===== src/rtl/ldm_stm_addr_gen_pkg.sv =====
// ---------------------------------------------------------------------------
// ldm_stm_addr_gen_pkg
// Shared definitions for the LDM/STM transfer sequencer. This covers the
// addressing-mode encodings, the register-list geometry, and two small
// bit-scan helpers: population count and lowest-set-bit index.
// ---------------------------------------------------------------------------
package ldm_stm_addr_gen_pkg;

  localparam int REG_LIST_W = 16;
  localparam int REG_IDX_W  = 4;
  localparam int CNT_W      = 5;
  localparam int WORD_BYTES = 4;

  typedef enum logic [1:0] {
    MODE_IA = 2'b00,
    MODE_IB = 2'b01,
    MODE_DA = 2'b10,
    MODE_DB = 2'b11
  } ldm_mode_e;

  function automatic logic [CNT_W-1:0] popcount_list(input logic [REG_LIST_W-1:0] v);
    logic [CNT_W-1:0] cnt;
    cnt = '0;
    for (int i = 0; i < REG_LIST_W; i++) begin
      cnt = cnt + CNT_W'(v[i]);
    end
    return cnt;
  endfunction

  // Scans from the top down so that the lowest set bit wins. An empty list
  // yields index 0.
  function automatic logic [REG_IDX_W-1:0] lowest_set_idx(input logic [REG_LIST_W-1:0] v);
    logic [REG_IDX_W-1:0] idx;
    idx = '0;
    for (int i = REG_LIST_W - 1; i >= 0; i--) begin
      if (v[i]) idx = REG_IDX_W'(i);
    end
    return idx;
  endfunction

endpackage


===== src/rtl/ldm_stm_addr_gen_mem_addr_calc.sv =====
// ---------------------------------------------------------------------------
// ldm_stm_addr_gen_mem_addr_calc
// Address arithmetic for one LDM/STM sequence. All arithmetic is mod 2^32.
//   clk_in, reset_in   : clock and asynchronous active-high reset
//   load_in            : accepted start; computes start address and write-back
//   advance_in         : a transfer completes this edge; step the running address
//   base_in, stride_in : Rn and byte stride, sampled on load_in
//   mode_in            : IA/IB/DA/DB
//   count_in           : number of registers in the list
//   run_addr_out       : address of the current transfer
//   wb_out             : base write-back value, held until the next load
// ---------------------------------------------------------------------------
module ldm_stm_addr_gen_mem_addr_calc
  import ldm_stm_addr_gen_pkg::*;
(
  input  logic                  clk_in,
  input  logic                  reset_in,
  input  logic                  load_in,
  input  logic                  advance_in,
  input  logic [31:0]           base_in,
  input  logic [31:0]           stride_in,
  input  ldm_mode_e             mode_in,
  input  logic [CNT_W-1:0]      count_in,
  output logic [31:0]           run_addr_out,
  output logic [31:0]           wb_out
);

  logic [31:0] run_addr_q, run_addr_d;
  logic [31:0] stride_q, stride_d;
  logic [31:0] wb_q, wb_d;
  logic [31:0] span;
  logic [31:0] start_addr;
  logic [31:0] wb_calc;

  // span = n * stride, truncated to 32 bits.
  assign span = stride_in * {{(32-CNT_W){1'b0}}, count_in};

  always_comb begin
    start_addr = base_in;
    wb_calc    = base_in + span;
    unique case (mode_in)
      MODE_IA: start_addr = base_in;
      MODE_IB: start_addr = base_in + stride_in;
      // DA is written as base - n*stride + stride, the same as base - (n-1)*stride.
      MODE_DA: start_addr = base_in - span + stride_in;
      MODE_DB: start_addr = base_in - span;
      default: start_addr = base_in;
    endcase
    if (mode_in == MODE_DA || mode_in == MODE_DB) wb_calc = base_in - span;
  end

  always_comb begin
    run_addr_d = run_addr_q;
    stride_d   = stride_q;
    wb_d       = wb_q;
    if (load_in) begin
      run_addr_d = start_addr;
      stride_d   = stride_in;
      wb_d       = wb_calc;
    end else if (advance_in) begin
      run_addr_d = run_addr_q + stride_q;
    end
  end

  always_ff @(posedge clk_in or posedge reset_in) begin
    if (reset_in) begin
      run_addr_q <= '0;
      stride_q   <= '0;
      wb_q       <= '0;
    end else begin
      run_addr_q <= run_addr_d;
      stride_q   <= stride_d;
      wb_q       <= wb_d;
    end
  end

  assign run_addr_out = run_addr_q;
  assign wb_out       = wb_q;

endmodule


===== src/rtl/ldm_stm_addr_gen.sv =====
// ---------------------------------------------------------------------------
// ldm_stm_addr_gen
// LDM/STM multi-register transfer sequencer. It emits one register index per
// cycle, lowest first, together with the matching data-memory address. It
// also provides the base write-back value.
//   clk_in, reset_in        : clock and asynchronous active-high reset
//   ldm_stm_start_in        : start pulse; ignored while a sequence is pending
//   data_in                 : 16-bit register list
//   base_addr_in            : Rn
//   offset_in               : byte stride per transfer
//   func_in                 : 00 IA, 01 IB, 10 DA, 11 DB
//   swp_ctrl_S3_in          : forces addr_to_mem_out to base_addr_in
//   reg_addr_out            : register index of the current transfer
//   ldm_stm_en_out          : high while any register is pending
//   addr_to_mem_out         : memory address of the current transfer
//   data_to_reg_update_out  : base write-back value
// ---------------------------------------------------------------------------
module ldm_stm_addr_gen
  import ldm_stm_addr_gen_pkg::*;
(
  input  logic                  clk_in,
  input  logic                  reset_in,
  input  logic                  ldm_stm_start_in,
  input  logic [REG_LIST_W-1:0] data_in,
  input  logic [31:0]           base_addr_in,
  input  logic [31:0]           offset_in,
  input  logic [1:0]            func_in,
  input  logic                  swp_ctrl_S3_in,
  output logic [REG_IDX_W-1:0]  reg_addr_out,
  output logic                  ldm_stm_en_out,
  output logic [31:0]           addr_to_mem_out,
  output logic [31:0]           data_to_reg_update_out
);

  logic [REG_LIST_W-1:0] pending_q, pending_d;
  logic                  busy;
  logic                  accept;
  logic [31:0]           run_addr;

  assign busy   = |pending_q;
  assign accept = ldm_stm_start_in && !busy;

  // x & (x-1) clears the lowest set bit, which is the register just transferred.
  always_comb begin
    pending_d = pending_q;
    if (accept)    pending_d = data_in;
    else if (busy) pending_d = pending_q & (pending_q - 1'b1);
  end

  always_ff @(posedge clk_in or posedge reset_in) begin
    if (reset_in) pending_q <= '0;
    else          pending_q <= pending_d;
  end

  ldm_stm_addr_gen_mem_addr_calc u_mem_addr_calc (
    .clk_in       (clk_in),
    .reset_in     (reset_in),
    .load_in      (accept),
    .advance_in   (busy),
    .base_in      (base_addr_in),
    .stride_in    (offset_in),
    .mode_in      (ldm_mode_e'(func_in)),
    .count_in     (popcount_list(data_in)),
    .run_addr_out (run_addr),
    .wb_out       (data_to_reg_update_out)
  );

  assign reg_addr_out   = lowest_set_idx(pending_q);
  assign ldm_stm_en_out = busy;

  // SWP override first, then the sequenced address, then the single-transfer default.
  always_comb begin
    addr_to_mem_out = base_addr_in + offset_in;
    if (swp_ctrl_S3_in)      addr_to_mem_out = base_addr_in;
    else if (busy)           addr_to_mem_out = run_addr;
  end

endmodule


===== config.mk =====
export PLATFORM = sky130hd
export DESIGN_NAME = ldm_stm_addr_gen
export DESIGN_NICKNAME = d
export VERILOG_FILES = /design/src/rtl/ldm_stm_addr_gen_pkg.sv /design/src/rtl/ldm_stm_addr_gen_mem_addr_calc.sv /design/src/rtl/ldm_stm_addr_gen.sv
export SDC_FILE = /design/constraint.sdc
export NUM_CORES = 1
export LEC_CHECK = 0
export BUFFER_PORTS_ARGS = -buffer_cell sky130_fd_sc_hd__buf_2
export CORE_ASPECT_RATIO = 1.5
export CORE_MARGIN = 1
export CORE_UTILIZATION = 25
export CTS_CLUSTER_SIZE = 10
export DETAILED_ROUTE_END_ITERATION = 10
export SLEW_MARGIN = 20
export SYNTH_ARGS = -nofsm -noshare
export SYNTH_HDL_FRONTEND = slang
export SYNTH_SLANG_ARGS = --single-unit

===== constraint.sdc =====
create_clock -name clk_in -period 3.1 [get_ports clk_in]
set_input_delay 0.31 -clock clk_in [delete_from_list [all_inputs] [get_ports clk_in]]
set_output_delay 0.31 -clock clk_in [all_outputs]
set_load 0.005 [all_outputs]

==> Yosys cells after proc, flatten, opt, wreduce, memory -nomap -nowiden <==
Cells that the tools add are included.
{ "op_classes": {"addsub": 21, "multipliers": 1, "div_mod_pow": 0, "magnitude_cmp": 0, "eq_ne": 3, "n_shift": 0, "n_mux": 24, "bitwise_logic": 1, "n_reduce_logical": 6} }
{ "op_table": {"columns": ["operator", "count"], "rows": [
  ["$mux 32", 5],
  ["$add 32x32->32", 4],
  ["$pmux 32 s4", 1],
  ["$mux 4", 16],
  ["$add 5x1->5", 11],
  ["$mul 32x5->32", 1],
  ["$mux 16", 2],
  ["$sub 32x32->32", 1],
  ["$and 16x16->16", 1],
  ["$reduce_or 16->1", 1],
  ["$sub 16x1->16 const B", 1],
  ["$add 4x1->5", 1],
  ["$add 3x1->4", 1],
  ["$eq 2x2->1 const B", 2],
  ["$add 2x1->3", 1],
  ["$add 1x1->2", 1],
  ["$eq 2x1->1 const B", 1],
  ["$logic_not 2->1", 1],
  ["$reduce_bool 2->1", 1],
  ["$logic_and 1x1->1", 1],
  ["$logic_not 1->1", 1],
  ["$logic_or 1x1->1", 1]
]} }
{ "word_totals": {"regBits": 112, "latchBits": 0, "ramBits": 0, "romBits": 0, "output_inout_bits": 69, "n_memories": 0} }

==> Logic depth before layout (Yosys ltp) <==
Gate-level depths: netlist (run 1).
{ "depth": {"word_depth": 20, "mapped_depth": 54, "ltp_nobuf": 52} }

==> Modules after synthesis <==
Synthesis (run 1) repeated with hierarchy kept, for this count alone.
{ "hier_totals": {"cells_unflattened": 2484, "hier_area_um2": 19382.3} }
{ "modules_own_cells": {"columns": ["module", "instances", "cells_each", "area_each_um2", "seq_area_each_um2"], "rows": [
  ["ldm_stm_addr_gen_mem_addr_calc", 1, 1992, 15835.2, 2402.3],
  ["ldm_stm_addr_gen", 1, 492, 3547.2, 400.4]
]} }

==> Worst setup path after synthesis (run 1) <==
Ideal clock, no wire load.
{ "synth_timing": {"path_type": "input to register", "start": "input port data_in[11]", "end": "register u_mem_addr_calc.run_addr_q[25] (netlist: u_mem_addr_calc.run_addr_out[25])", "setup_time_ps": 126, "arrival_ps": 10956, "required_time_ps": 2974, "setup_slack_ps": -7982, "path_stages": 42, "path_cell_list": "inv_1 fa_1 fa_1 fa_1 fa_1 inv_1 ha_1 fa_1 xor2_1 clkbuf_1 clkbuf_1 nand2_1 fa_1 fa_1 fa_1 inv_1 ha_1 nor2b_1 [... 6 more ...] ha_1 buf_4 or3_4 or4_4 or3b_4 o221ai_4 o41ai_1 xnor2_1 ha_1 a21o_1 a21oi_1 and4_1 a211oi_1 o21a_1 nor2_1 xnor2_1 mux4_2 a221o_1"} }
{ "synth_via": {"elab_chain_len": 10} }
{ "synth_lines": {"columns": ["element", "line_no", "rtl"], "rows": [
  ["start: declaration", "ldm_stm_addr_gen.sv:24", "input logic [REG_LIST_W-1:0] data_in,"],
  ["$add 5x1->5 (*) (5 in series)", "ldm_stm_addr_gen_pkg.sv:25", "cnt = cnt + CNT_W'(v[i]);"],
  ["$mul 32x5->32 (*)", "ldm_stm_addr_gen_mem_addr_calc.sv:36", "assign span = stride_in * {{(32-CNT_W){1'b0}}, count_in};"],
  ["$sub 32x32->32 (*)", "ldm_stm_addr_gen_mem_addr_calc.sv:45, ldm_stm_addr_gen_mem_addr_calc.sv:46", null],
  ["$add 32x32->32", "ldm_stm_addr_gen_mem_addr_calc.sv:45", "MODE_DA: start_addr = base_in - span + stride_in;"],
  ["$pmux 32 s4 (*)", "ldm_stm_addr_gen_mem_addr_calc.sv:41", "unique case (mode_in)"],
  ["$mux 32 (*)", "ldm_stm_addr_gen_mem_addr_calc.sv:56", "if (load_in) begin"],
  ["end signal: assignment", "ldm_stm_addr_gen_mem_addr_calc.sv:71", "run_addr_q <= run_addr_d;"],
  ["end: declaration", "ldm_stm_addr_gen_mem_addr_calc.sv:28", "logic [31:0] run_addr_q, run_addr_d;"]
]} }
Every way passes the cells marked *; elsewhere a longest branch is shown, timed or not.
A chain may end at the register's enable or synchronous reset.

==> Final worst setup path (run 1) <==
{ "layout_timing": {"start": "input port data_in[1]", "end": "register u_mem_addr_calc.run_addr_q[25] (netlist: u_mem_addr_calc.run_addr_out[25])"} }
{ "layout_via": {"elab_chain_len": 20} }
{ "layout_lines": {"columns": ["element", "line_no"], "rows": [
  ["$add 1x1->2 (*)", "ldm_stm_addr_gen_pkg.sv:25"],
  ["$add 2x1->3 (*)", "ldm_stm_addr_gen_pkg.sv:25"],
  ["$add 3x1->4 (*)", "ldm_stm_addr_gen_pkg.sv:25"],
  ["$add 4x1->5 (*)", "ldm_stm_addr_gen_pkg.sv:25"],
  ["$add 5x1->5 (*) (11 in series)", "ldm_stm_addr_gen_pkg.sv:25"],
  ["$mul 32x5->32 (*)", "ldm_stm_addr_gen_mem_addr_calc.sv:36"],
  ["$sub 32x32->32 (*)", "ldm_stm_addr_gen_mem_addr_calc.sv:45, ldm_stm_addr_gen_mem_addr_calc.sv:46"],
  ["$add 32x32->32", "ldm_stm_addr_gen_mem_addr_calc.sv:45"],
  ["$pmux 32 s4 (*)", "ldm_stm_addr_gen_mem_addr_calc.sv:41"],
  ["$mux 32 (*)", "ldm_stm_addr_gen_mem_addr_calc.sv:56"]
]} }
Marks and branches as above.

==> impl_metrics.json, run 1 <==
{
  "status": "complete, but fails checks",
  "violations": "negative setup slack",
  "final_cell_mix": "buf_4, nand2_1, inv_1",
  "grt_pass1_wl_mm": 113,
  "cts_tree": "done",
  "synth_top_area_frac": 0.150,
  "first_pass_iters": 5,
  "clockBufferDepth": 2,
  "synth_edf_count": 0,
  "track_usage": 0.195,
  "avgSynthCellArea_um2": 7.82,
  "tns_ps": -350220,
  "rows": 122,
  "synth_seq_cells": 112,
  "fill_cells": 7689,
  "hold_viol_final": 0,
  "drive_gt1_frac": 0.391,
  "htree_levels": 3,
  "hpwl_mm": 59.2,
  "cts_root_buffer": "clkbuf_16",
  "hold_class": "in2reg",
  "grt_remaining_overflow": 0,
  "wl_mm": 75.2,
  "crit_slowest_cell": "fa_2",
  "mostFrequentLayoutCell": "buf_4",
  "crit_path_end_kind": "register",
  "syn_to_final_growth_pct": 50.5,
  "synth-warning-count": 0,
  "start_util": 0.253,
  "grt_pass1_vias": 20500,
  "met1_length_mm": 28.9,
  "clk_pin_slew_ps": 90,
  "synthCells": 2392,
  "wl_met3_mm": 2.78,
  "worstSetupStartpointType": "primary input",
  "die_h_um": 337,
  "vias_per_cell": 4.85,
  "synthesis.nets": 2773,
  "clock_skew_ps": 15.1,
  "drt_iter0_drc": 1199,
  "top_layer_used": "met5",
  "wl_per_cell_um": 18.1,
  "die_area_um2": 75900,
  "yosys-top-cells-area": "dfrtp_1, ha_1, fa_1",
  "maxCapViolations": 0,
  "cp.required_ps": 3400,
  "clkLatencyLatePin_ps": 420,
  "worst_slack_ps": -7320,
  "ant_nets": 0,
  "antenna_found_initial": 7,
  "finalCriticalPeriod_ps": 10420,
  "nets": 3534,
  "rsz0062_at_grt": "yes",
  "maxSlewHeadroom": 0.274,
  "cts_buffers": 9,
  "slew_viol_final": 0,
  "synthArstFlopShare": 1.00,
  "coreArea_um2": 73900,
  "synth_top_area_cell": "dfrtp_1",
  "netlist_area_um2": 18700,
  "arrival_ps": 10720,
  "criticalPathCategory": "in2reg",
  "port_buffers": 154,
  "num_vias": 20200,
  "cpPeakStageDelay_ps": 610,
  "synth_ff_type": "dfrtp_1",
  "final-setup-viol-count": 97,
  "ys_seq_area_frac": 0.150,
  "dieWidth_um": 225,
  "worstPathMaxFanout": 6,
  "io_pins": 155,
  "ys_types": 89,
  "grt_max_degree": 71,
  "drcViolationCount": 0,
  "max_clock_freq_ghz": 0.0960,
  "routabilityCongestion": 0.943,
  "worstMarginPinSlew_ps": 1090,
  "post-route-period-util": 3.36,
  "cts_sinks": 112,
  "wl_met2_mm": 38.7
}
==> sequential cells by signal (all words and copies together) (netlist names) <==
register	count
u_mem_addr_calc.run_addr_out	32
pending_q	16
u_mem_addr_calc.wb_out	32
u_mem_addr_calc.stride_q	32
==> per-stage QoR <==
step	hold WS, ps	instances	area [um2]	worst slack [ps]	util
2_1_floorplan	415	2392	19100	-7300	-
3_3_place_gp	402	4073	25600	-7620	0.346
3_5_place_dp	405	4073	25600	-7800	0.346
4_1_cts	133	4125	27100	-7160	0.367
5_1_grt	129	4150	28100	-7640	0.381
6_report	127	4155	28200	-7320	0.381
==> Yosys cell counts (11+ instances only) <==
master / instances
o21bai_1: 36
nor3_1: 33
a21o_1: 48
nor2_1: 143
o21a_1: 26
mux4_2: 21
nor2b_1: 15
clkbuf_1: 78
dfrtp_1: 112
ha_1: 197
a21oi_1: 196
o21ai_0: 192
fa_1: 98
xor2_1: 50
and2_1: 104
mux2i_1: 50
inv_1: 237
a211oi_1: 20
nand3_1: 25
o31ai_1: 15
nor3b_1: 11
a31oi_1: 16
o211ai_1: 16
xnor2_1: 127
nand2_1: 311
or3_1: 18
nand2b_1: 22
==> layout make-up <==
| type | instances | area, um2 | share of cell area |
|---|---|---|---|
| multi-input cells | 1941 | 16500 | 0.588 |
| repair buffers | 850 | 6350 | 0.226 |
| flip-flops and latches | 112 | 2800 | 0.0996 |
| well taps | 992 | 1240 | 0.0441 |
| inverters | 239 | 911 | 0.0324 |
| clock buffers | 9 | 225 | 0.00800 |
| clock inverters | 7 | 62.6 | 0.00222 |
| diodes | 5 | 12.5 | 0.000444 |
==> per-layer routing <==
metal | track usage | vias up
li1 | - | 9767
met1 | 0.215 | 9688
met2 | 0.359 | 520
met3 | 0.0209 | 188
met4 | 0.113 | 6
met5 | 0 | -
==> timing repair <==
action / 4_1_cts / 5_1_grt
gates cloned: 3 / 1
hold buffers: 1 / 0
gates resized for setup: 192 / 207
endpoints found under the hold margin: 20 / 0
pin swaps: 79 / 145
buffers inserted: 32 / 26
setup endpoints to repair: 98 / 98
==> worst max-delay path: cells and delay by family <==
family	cells	cell delay, ps
compound gates	12	2450
xor+xnor	3	440
fa+ha+maj	12	4960
buf+inv	6	400
mux	1	450
simple gates	9	1670
==> worst paths after layout <==
check	startpoint	to	slack (ps)	cells past startpoint
setup / recovery	data_in[1]	u_mem_addr_calc.run_addr_out[25]	-7320	43
min in group asynchronous	reset_in	pending_q[9]	500	3
hold / removal	data_in[0]	pending_q[0]	130	3
setup reg to reg	u_mem_addr_calc.stride_q[0]	u_mem_addr_calc.run_addr_out[30]	-520	16
hold reg to reg	u_mem_addr_calc.wb_out[0]	u_mem_addr_calc.wb_out[0]	480	2
max in group asynchronous	reset_in	u_mem_addr_calc.wb_out[15]	1830	4
==> kinds of logic after synthesis <==
logic type,count (synthesis),synth area share
mux,71,0.0520
compound gates,666,0.225
fa+ha+maj,295,0.237
xor+xnor,178,0.0837
flops,112,0.150
simple gates,731,0.183
buf+inv,339,0.0695
Power of run 1 is not shown: default switching activity piles up to over one toggle a cycle in this logic, so the estimate is an artifact.
==> run 2, diff against run 1 <==
- CORE_UTILIZATION: 25 -> 47
- PLACE_DENSITY: default -> 0.68
==> run 2 against run 1 <==
The run still ends with negative setup slack left. Final cell count is 11% lower. Critical path depth increased by 1. Clock-buffer cell count unchanged. Sequential cell count did not move. Largest cell class unchanged.
==> impl_metrics.json, run 2 (synthesis results as in run 1) <==
{
  "status": "complete, but fails checks",
  "violations": "negative setup slack",
  "syn_to_final_growth_pct": 53.9,
  "max_clock_freq_ghz": 0.0949,
  "cts_buffers": 9,
  "cts_tree": "done",
  "io_pins": 155,
  "grt_remaining_overflow": 0,
  "drive_gt1_frac": 0.425,
  "worstSetupStartpointType": "primary input",
  "path_buf_inv": 10,
  "final-setup-viol-count": 95,
  "use_met1": 0.350,
  "cts_root_buffer": "clkbuf_16",
  "port_buffers": 154,
  "grt_pass1_wl_mm": 115,
  "finalCriticalPeriod_ps": 10540,
  "fill_cells": 2806,
  "worstPathMaxFanout": 7,
  "arrival_ps": 10840,
  "final_cell_mix": "buf_4, nand2_1, inv_1",
  "rsz0062_at_grt": "yes",
  "clkLatencyLatePin_ps": 410,
  "hold_viol_final": 0,
  "crit_slowest_cell": "fa_1",
  "worst_slack_ps": -7440,
  "dieWidth_um": 165,
  "vias_per_cell": 5.93,
  "met2_usage": 0.663,
  "rows": 89,
  "first_pass_iters": 6,
  "crit_path_end_kind": "register",
  "top_usage_layer": "met2",
  "clockBufferDepth": 2,
  "wl_mm": 81.1,
  "whs_ps": 44.4,
  "crit_path_frequent_cell": "fa_1",
  "cts_sinks": 112,
  "start_util": 0.476,
  "die_area_um2": 40600,
  "hold_class": "in2async",
  "ant_nets": 0,
  "post-route-period-util": 3.40,
  "track_usage": 0.375,
  "grt_max_degree": 113,
  "hpwl_mm": 57.8,
  "num_vias": 21900,
  "worstMarginPinSlew_ps": 1070,
  "slew_viol_final": 0,
  "die_h_um": 246,
  "antenna_found_initial": 7,
  "maxSlewHeadroom": 0.284,
  "cpPeakStageDelay_ps": 560,
  "maxCapViolations": 0,
  "htree_levels": 3,
  "drt_iter0_drc": 1498,
  "cp.required_ps": 3410,
  "grt_pass1_vias": 22200,
  "criticalPathCategory": "in2reg",
  "drcViolationCount": 0,
  "mostFrequentLayoutCell": "buf_4",
  "clk_pin_slew_ps": 110,
  "clock_skew_ps": 28.2,
  "grt_use_met3": 0.0586,
  "nets": 3568,
  "routabilityCongestion": 1.01,
  "coreArea_um2": 39300,
  "critical-path-top-delay-family": "adder cells",
  "wl_per_cell_um": 22.0
}
## run 2: cell types whose count changed in the layout (fill, tap and decap cells not counted), moves of 9 or more
cell and change:
buf_4 -12, xnor2_1 -9, a21oi_1 -15, ha_1 -16
and2_4 +9, ha_4 +16, buf_6 +44, o21ai_0 -9
## run 2: metal layers
| layer | vias to the layer above | share of wire | wire, um |
|---|---|---|---|
| li1 | 9834 | - | - |
| met1 | 10400 | 0.32 | 26000 |
| met2 | 1073 | 0.49 | 39500 |
| met3 | 549 | 0.067 | 5460 |
| met4 | 10 | 0.12 | 10100 |
| met5 | - | 0.0011 | 90 |
## run 2: final cells by class
type                       count  area, um2  area share
antenna                        2       5.00    0.000174
timing repair buffer         882       6760       0.235
clock inverter                 6       57.6     0.00200
inverter                     239        918      0.0319
clock buffer                   9        225     0.00782
tap                          500        626      0.0217
multi-input combinational   1943      17400       0.604
sequential                   112       2800      0.0973
## run 2: per-stage QoR
step                 util  setup slack, ps  instances  setup TNS [ps]  instance area (um2)
finish              0.733            -7440       3693         -356900                28800
global route        0.733            -7730       3693         -377950                28800
CTS                 0.690            -7320       3657         -349540                27100
detailed placement  0.632            -8150       3563         -398320                24800
global placement    0.632            -7960       3563         -388810                24800
floorplan               -            -7300       2392         -320210                19100
## run 2: repair_timing
action	in CTS	in global routing
cloned	3	2
hold buffers	0	0
endpoints found under the setup margin	98	97
resized for setup	315	289
setup buffers	83	53
pin swaps	146	199
## run 2: path summary, 6_finish.rpt
path	from	to	slack, ps	cells after the start
min in group clk_in	data_in[0]	pending_q[0]	160	3
hold / removal	reset_in	u_mem_addr_calc.run_addr_out[21]	40	3
setup reg to reg	u_mem_addr_calc.run_addr_out[0]	u_mem_addr_calc.run_addr_out[30]	-450	15
hold reg to reg	u_mem_addr_calc.wb_out[13]	u_mem_addr_calc.wb_out[13]	480	2
setup / recovery	data_in[13]	u_mem_addr_calc.run_addr_out[25]	-7440	44
max in group asynchronous	reset_in	u_mem_addr_calc.wb_out[25]	2440	3
## run 2: worst register-to-register path: cells and delay by family, from the launching register on
family                     cells  cell delay, ps
AOI/OAI and AO/OA              9            1930
adders and majority gates      2             590
buffers and inverters          2             230
DFF                            1             360
muxes                          1             190
and+or+nand+nor                1             180
Power of run 2 is left out for the same reason.
